==> src/rtl/intr_gen.sv <==
// intr_gen: interrupt generator between the register bank and the block's
// interrupt line.
//
// It holds the raw interrupt status (sticky, W1C, init-clear) and applies the
// mask, with NON_MASKABLE bits bypassing it. It then drives o_intr in one of
// two modes:
//   level (i_trig_type=0): registered OR of the masked status.
//   pulse (i_trig_type=1): a pulse of max(i_pulse_width,1) cycles on every
//                          rising edge of any masked status bit. Pulses are
//                          separated by at least one low cycle.
//
// Ports
//   i_clk, i_rst_n          clock, asynchronous active-low reset
//   i_intr_src[INTR_NUM]    per-source event strobes
//   i_msk[INTR_NUM]         mask, 1 = masked
//   i_clr_vld, i_clr        write-1-to-clear strobe and data
//   i_init_clr              init-clear strobe (acts on INIT_CLR bits)
//   i_trig_type             0 = level, 1 = pulse
//   i_pulse_width           pulse length in cycles (0 behaves as 1)
//   o_raw_stat              raw status register
//   o_intr_stat             masked status (combinational)
//   o_intr                  registered interrupt line
module intr_gen #(
  parameter int                  INTR_NUM       = 2,
  parameter int                  PULSE_WIDTH_BW = 8,
  parameter logic [INTR_NUM-1:0] NON_MASKABLE   = 'b01,
  parameter logic [INTR_NUM-1:0] INIT_CLR       = 'b01
) (
  input  logic                      i_clk,
  input  logic                      i_rst_n,
  input  logic [INTR_NUM-1:0]       i_intr_src,
  input  logic [INTR_NUM-1:0]       i_msk,
  input  logic                      i_clr_vld,
  input  logic [INTR_NUM-1:0]       i_clr,
  input  logic                      i_init_clr,
  input  logic                      i_trig_type,
  input  logic [PULSE_WIDTH_BW-1:0] i_pulse_width,
  output logic [INTR_NUM-1:0]       o_raw_stat,
  output logic [INTR_NUM-1:0]       o_intr_stat,
  output logic                      o_intr
);

  typedef enum logic [1:0] {
    ST_IDLE  = 2'd0,
    ST_PULSE = 2'd1,
    ST_GAP   = 2'd2
  } state_t;

  localparam logic [PULSE_WIDTH_BW-1:0] CNT_ONE = PULSE_WIDTH_BW'(1);

  logic [INTR_NUM-1:0]       raw_q, raw_d;
  logic [INTR_NUM-1:0]       stat_q, stat_d;
  logic [INTR_NUM-1:0]       clr_eff;
  logic [INTR_NUM-1:0]       intr_stat;
  logic                      trig_type_q, trig_type_d;
  logic                      intr_q, intr_d;
  logic                      pend_q, pend_d;
  logic [PULSE_WIDTH_BW-1:0] cnt_q, cnt_d;
  logic [PULSE_WIDTH_BW-1:0] cnt_load;
  state_t                    state_q, state_d;
  logic                      trig;
  logic                      type_chg;

  // Raw status: a set in the same cycle as a clear wins because the source
  // term is OR-ed in after the clear is applied.
  always_comb begin
    clr_eff = (i_clr_vld ? i_clr : '0) | (i_init_clr ? INIT_CLR : '0);
    raw_d   = i_intr_src | (raw_q & ~clr_eff);
  end

  assign intr_stat = raw_q & (~i_msk | NON_MASKABLE);

  // A trigger is any masked-status bit rising. An unmask of a pending bit
  // appears here as a rise too, so it needs no separate term.
  always_comb begin
    stat_d      = intr_stat;
    trig_type_d = i_trig_type;
    trig        = |(intr_stat & ~stat_q);
    type_chg    = i_trig_type ^ trig_type_q;
    cnt_load    = (i_pulse_width == '0) ? '0 : (i_pulse_width - CNT_ONE);
  end

  // Pulse FSM. While in level mode it is held idle. A mode change forces it
  // idle so the new mode starts from a clean state.
  always_comb begin
    state_d = state_q;
    cnt_d   = cnt_q;
    pend_d  = pend_q;
    if (type_chg || !i_trig_type) begin
      state_d = ST_IDLE;
      cnt_d   = '0;
      pend_d  = 1'b0;
    end else begin
      unique case (state_q)
        ST_IDLE: begin
          if (trig) begin
            state_d = ST_PULSE;
            cnt_d   = cnt_load;
          end
        end
        ST_PULSE: begin
          // Triggers during a pulse are remembered, not used to stretch it.
          if (trig) begin
            pend_d = 1'b1;
          end
          if (cnt_q == '0) begin
            state_d = ST_GAP;
          end else begin
            cnt_d = cnt_q - CNT_ONE;
          end
        end
        ST_GAP: begin
          if (pend_q || trig) begin
            pend_d  = 1'b0;
            cnt_d   = cnt_load;
            state_d = ST_PULSE;
          end else begin
            state_d = ST_IDLE;
          end
        end
        default: begin
          state_d = ST_IDLE;
          cnt_d   = '0;
          pend_d  = 1'b0;
        end
      endcase
    end
  end

  // The line is registered in both modes. In pulse mode it reflects the state
  // being entered, so it goes high the cycle after the trigger.
  always_comb begin
    if (i_trig_type) begin
      intr_d = (state_d == ST_PULSE);
    end else begin
      intr_d = |intr_stat;
    end
  end

  always_ff @(posedge i_clk or negedge i_rst_n) begin
    if (!i_rst_n) begin
      raw_q       <= '0;
      stat_q      <= '0;
      trig_type_q <= 1'b0;
      intr_q      <= 1'b0;
      pend_q      <= 1'b0;
      cnt_q       <= '0;
      state_q     <= ST_IDLE;
    end else begin
      raw_q       <= raw_d;
      stat_q      <= stat_d;
      trig_type_q <= trig_type_d;
      intr_q      <= intr_d;
      pend_q      <= pend_d;
      cnt_q       <= cnt_d;
      state_q     <= state_d;
    end
  end

  assign o_raw_stat  = raw_q;
  assign o_intr_stat = intr_stat;
  assign o_intr      = intr_q;

endmodule

==> config.mk <==
export PLATFORM = sky130hd
export DESIGN_NAME = intr_gen
export DESIGN_NICKNAME = d
export VERILOG_FILES = /design/src/rtl/intr_gen.sv
export SDC_FILE = /design/constraint.sdc
export NUM_CORES = 1
export LEC_CHECK = 0
export CORE_ASPECT_RATIO = 0.8
export CORE_MARGIN = 2
export CORE_UTILIZATION = 50
export DETAILED_ROUTE_END_ITERATION = 8
export PLACE_DENSITY = 0.79
export SLEW_MARGIN = 25
export SYNTH_ARGS = -nofsm -noshare
export SYNTH_HDL_FRONTEND = slang
export SYNTH_SLANG_ARGS = --single-unit
==> constraint.sdc <==
create_clock -name i_clk -period 5.7 [get_ports i_clk]
set_clock_uncertainty 0.1 [all_clocks]
set_input_delay 1.14 -clock i_clk [delete_from_list [all_inputs] [get_ports i_clk]]
set_output_delay 1.14 -clock i_clk [all_outputs]
set_load 0.01 [all_outputs]
# --- Word level (Yosys, flattened, before mapping) ---
# Cells that the tools add are included.
totals:
  inputBits: 19
  ff_bits: 17
  out_inout_bits: 5
  wordCells: 54
op_classes:
  add_sub_neg: 2
  eq_ne: 8
  mux: 18
  bitwise: 9
  reduce_logical: 10
ops:
  columns: ["op", "count"]
  rows:
  - ["$mux 8", 5]
  - ["$pmux 8 s3", 1]
  - ["$logic_not 8->1", 2]
  - ["$sub 8x1->8 const B", 2]
  - ["$ne 3x3->1 const B", 4]
  - ["$mux 2", 4]
  - ["$and 2x2->2", 3]
  - ["$mux 1", 6]
  - ["$not 2->2", 3]
  - ["$pmux 2 s3", 1]
  - ["$reduce_and 3->1", 2]
  - ["$eq 2x1->1 const B", 2]
  - ["$reduce_or 2->1", 2]
  - ["$pmux 1 s3", 1]
  - ["$eq 2x2->1 const B", 1]
  - ["$logic_not 2->1", 1]
  - ["$logic_or 1x1->1", 2]
  - ["$ne 2x2->1 const B", 1]
  - ["$or 2x1->2", 1]
  - ["$or 2x2->2", 1]
  - ["$logic_not 1->1", 1]
  - ["$xor 1x1->1", 1]

# --- Depth between registers and ports, before layout ---
logic_depth:
  ltp_word: 10
  depth_mapped: 8
  depth_no_buf: 7

# --- Worst setup path after synthesis ---
# OpenSTA, ideal clock, no wires.
synth_timing:
  kind: "input port to output port"
  from: "input i_msk[1]"
  to: "output o_intr_stat[1]"
  arrival_ns: 1.374
  setup_slack_ns: 3.086
  n_path_buf: 0
  cell_stages: 1
  required_time_ns: 4.460
  path_cell_list: "nor2b_1"
synth_via:
  elab_chain_len: 2
synth_rtl:
  columns: ["element", "line", "source"]
  rows:
  - ["start, declared", "32", "input logic [INTR_NUM-1:0] i_msk,"]
  - ["$not 2->2", "71", "assign intr_stat = raw_q & (~i_msk | NON_MASKABLE);"]
  - ["$and 2x2->2", "71", null]
  - ["end, declared", "39", "output logic [INTR_NUM-1:0] o_intr_stat,"]
# Every way passes these cells.

# --- Worst setup path in the final report ---
# Ends and elaborated chain as after synthesis.

==> run metrics <==
remaining design rule violation count 0; startpoint-to-endpoint class of the critical path primary input to output pin; Synth cell types between 40 and 50; CP max-delay cell clkdlybuf4s50_1; placeable core region approximately 2100 µm²; filler cell count in the final layout 170; period utilization 62.7%; diode count 0; Worst-Skew Late Latency ~0.31 ns; cell type with the highest aggregate area in the netlist dfrtp_1; 1st-iter DRT viols 18; Post-Route Setup TNS 0 ns; pin count of the biggest net entering global routing 18; # resized after CTS 0; hold path start state_q[1]; number of instances on the worst hold path 1; router iterations before antenna repair 4; top cells by count, synth dfrtp_1 (17), inv_1 (8), nor2_1 (7); total global routing track utilization around a fifth; Crit path max-delay family buffers and inverters; Horiz. Die Dim between 50 and 60 µm; Async SR Flop Fraction 100%; number of buffers and inverters on the critical path 2; vias post-DR 879; maximum level of the CTS H-tree 1; syn avg cell area between 10 and 15 µm²; Final Slew Violations 0; FF-to-FF Start cnt_q[0]; CTS tree built; Total Routed Length between 2000 and 2500 µm; vias per cell ~5.8; syn_nets 127; I/O pin cnt 24; minimum clock period ~3.6 ns; pwr dens about 220 nW/µm²; Least-Margin Pin Slew between 0.7 and 0.8 ns; cell with the most instances after synthesis dfrtp_1; launching element type of the critical path primary input; Largest stage delay, worst path roughly 0.57 ns; worst endpoint data arrival time ~2.3 ns; Finished Cell Area 1340 µm²; highest clock frequency the design can meet between 200 and 300 MHz; flip-flop cell with the highest count after synthesis dfrtp_1; post-synthesis instance area approximately 1100 µm²; crit path setup slack, layout between 2 and 2.5 ns; Reg clk slew, reported paths approximately 0.10 ns; dpl hpwl 1770 µm; number of enable-type register cells in the synthesized netlist 0; placed cells approximately 150; synthesis-to-layout area growth 22.5%; Overflow after GRT 0; initial core utilization about half; worst-case headroom to the max-slew limit around half; worst hold path endpoint pend_q; Port Buf Inserts 22; instance count of the mapped netlist between 100 and 150; initial antenna violation count 0; number of global-route vias before repair 852; final net count roughly 150; Critical Path End Type output pin; count of placed standard cells in the final layout, fillers left out 152; share of the synthesized area in the top cell type 39.0%; number of placement rows 15; Final GP Congestion slightly above 0.8; Max-cap violations 0; hold-fix buffer count after cts 0; leak pwr 0.559 nW; Num CTS Buffers 3; placed cell area ~1300 µm²; wire length per cell after detailed routing between 15 and 20 µm; cell occurring most often along the worst timing path clkdlybuf4s50_1; part of the Yosys area used for sequential elements between 30% and 40%; worst reg2reg setup slack 3.69 ns; placement-stage worst setup slack 2.14 ns; cell count of the worst reg-to-reg path 7; worst path required time between 4 and 5 ns; Final Hold Viols 0; peak fanout along the critical path 3; endpoint of the worst register-to-register path cnt_q[7]; DRT antenna net count 0; peak supply drop ~0.16 mV; die outline height about 46 µm; share of final-layout standard cells stronger than drive strength 1 between 10% and 20%; Clock Sink Count 17; Area contributors post-synth dfrtp_1 (39%), a22o_1 (4.8%), ha_1 (4.6%); Synth Register Bits 17; number of buffers between clock root and the deepest sink 2; cells along the critical path clkdlybuf4s50_1 -> nor2b_1 -> clkdlybuf4s50_1; path class of the lowest-slack min-delay path flop to flop; status completed; Setup violations, final 0; post-route core utilization roughly 64%; unrepaired setup endpoints after global routing false; Post-CTS Setup Inserts 0; global-route wire length before repair 3770 µm; root cell of the clock tree clkbuf_4; count of yosys warnings during synthesis 0; area enclosed by the die boundary roughly 2600 µm²
## layout by cell type, fill, tap and decap left out, types with 2 or more instances in the layout
cell type,instances
a211oi_1,2
a21oi_1,2
a22o_1,6
a31o_2,2
clkbuf_4,3
clkdlybuf4s50_1,22
dfrtp_1,17
ha_1,4
inv_1,8
mux2i_1,2
nand2_1,4
nand2b_1,2
nor2_1,7
nor2_4,2
nor2b_1,2
nor3_1,3
nor3b_1,2
o22ai_1,6
o32ai_1,2
or3_1,2
or4_4,2
xnor2_1,5
xor2_1,2
## report_power, final
part,total (mW),internal (mW),switching (mW)
logic,0.0845,0.0440,0.0405
clock network,0.0676,0.0274,0.0402
registers,0.138,0.129,0.00949
## routing by layer
metal | vias to the layer above | GRT usage [%] | share of wire, %
li1 | 429 | - | -
met1 | 424 | 25.4 | 47
met2 | 22 | 32.5 | 46
met3 | 4 | 6.53 | 5.6
met4 | 0 | 11.9 | 1.9
met5 | - | 0 | 0
## kinds of logic (layout without fill, tap and decap cells)
group | after synthesis | count (layout) | synth area share [%]
and+or+nand+nor | 33 | 33 | 21.3
AOI/OAI and AO/OA | 30 | 30 | 21.9
DFF | 17 | 17 | 39.0
buffers and inverters | 11 | 34 | 5.73
xor gates and xnor gates | 7 | 7 | 5.62
adders and majority gates | 4 | 4 | 4.59
muxes | 2 | 2 | 1.83
## worst max path at each step
stage	start	endpoint	slack (ns)	cells past startpoint
floorplan	i_msk[1]	o_intr_stat[1]	3.09	1
finish	i_msk[1]	o_intr_stat[1]	2.13	3
global route	i_msk[1]	o_intr_stat[1]	2.09	3
CTS	i_msk[1]	o_intr_stat[1]	2.13	3
global placement	i_msk[1]	o_intr_stat[1]	2.16	3
detailed placement	i_msk[1]	o_intr_stat[1]	2.14	3
## state kept, by name (all words and copies together) (netlist names)
signal       cells
o_raw_stat       2
o_intr           1
cnt_q            8
pend_q           1
stat_q           2
state_q          2
trig_type_q      1
## stage by stage
step                      total power [mW]  hold WS, ns
after CTS                            0.291        0.383
after global routing                 0.303        0.413
after floorplan                      0.193        0.330
after global placement               0.221        0.353
after detailed placement             0.224        0.365
final                                0.290        0.378
## layout make-up
type	instances	area (µm²)	share of cell area, %
clock buffer	4	26.3	1.97
sequential	17	425	31.8
inverter	8	30.0	2.25
tap	25	31.3	2.34
multi-input combinational	76	603	45.1
timing repair buffer	22	220	16.5
No activity file was read; power rests on OpenSTA's default activity.
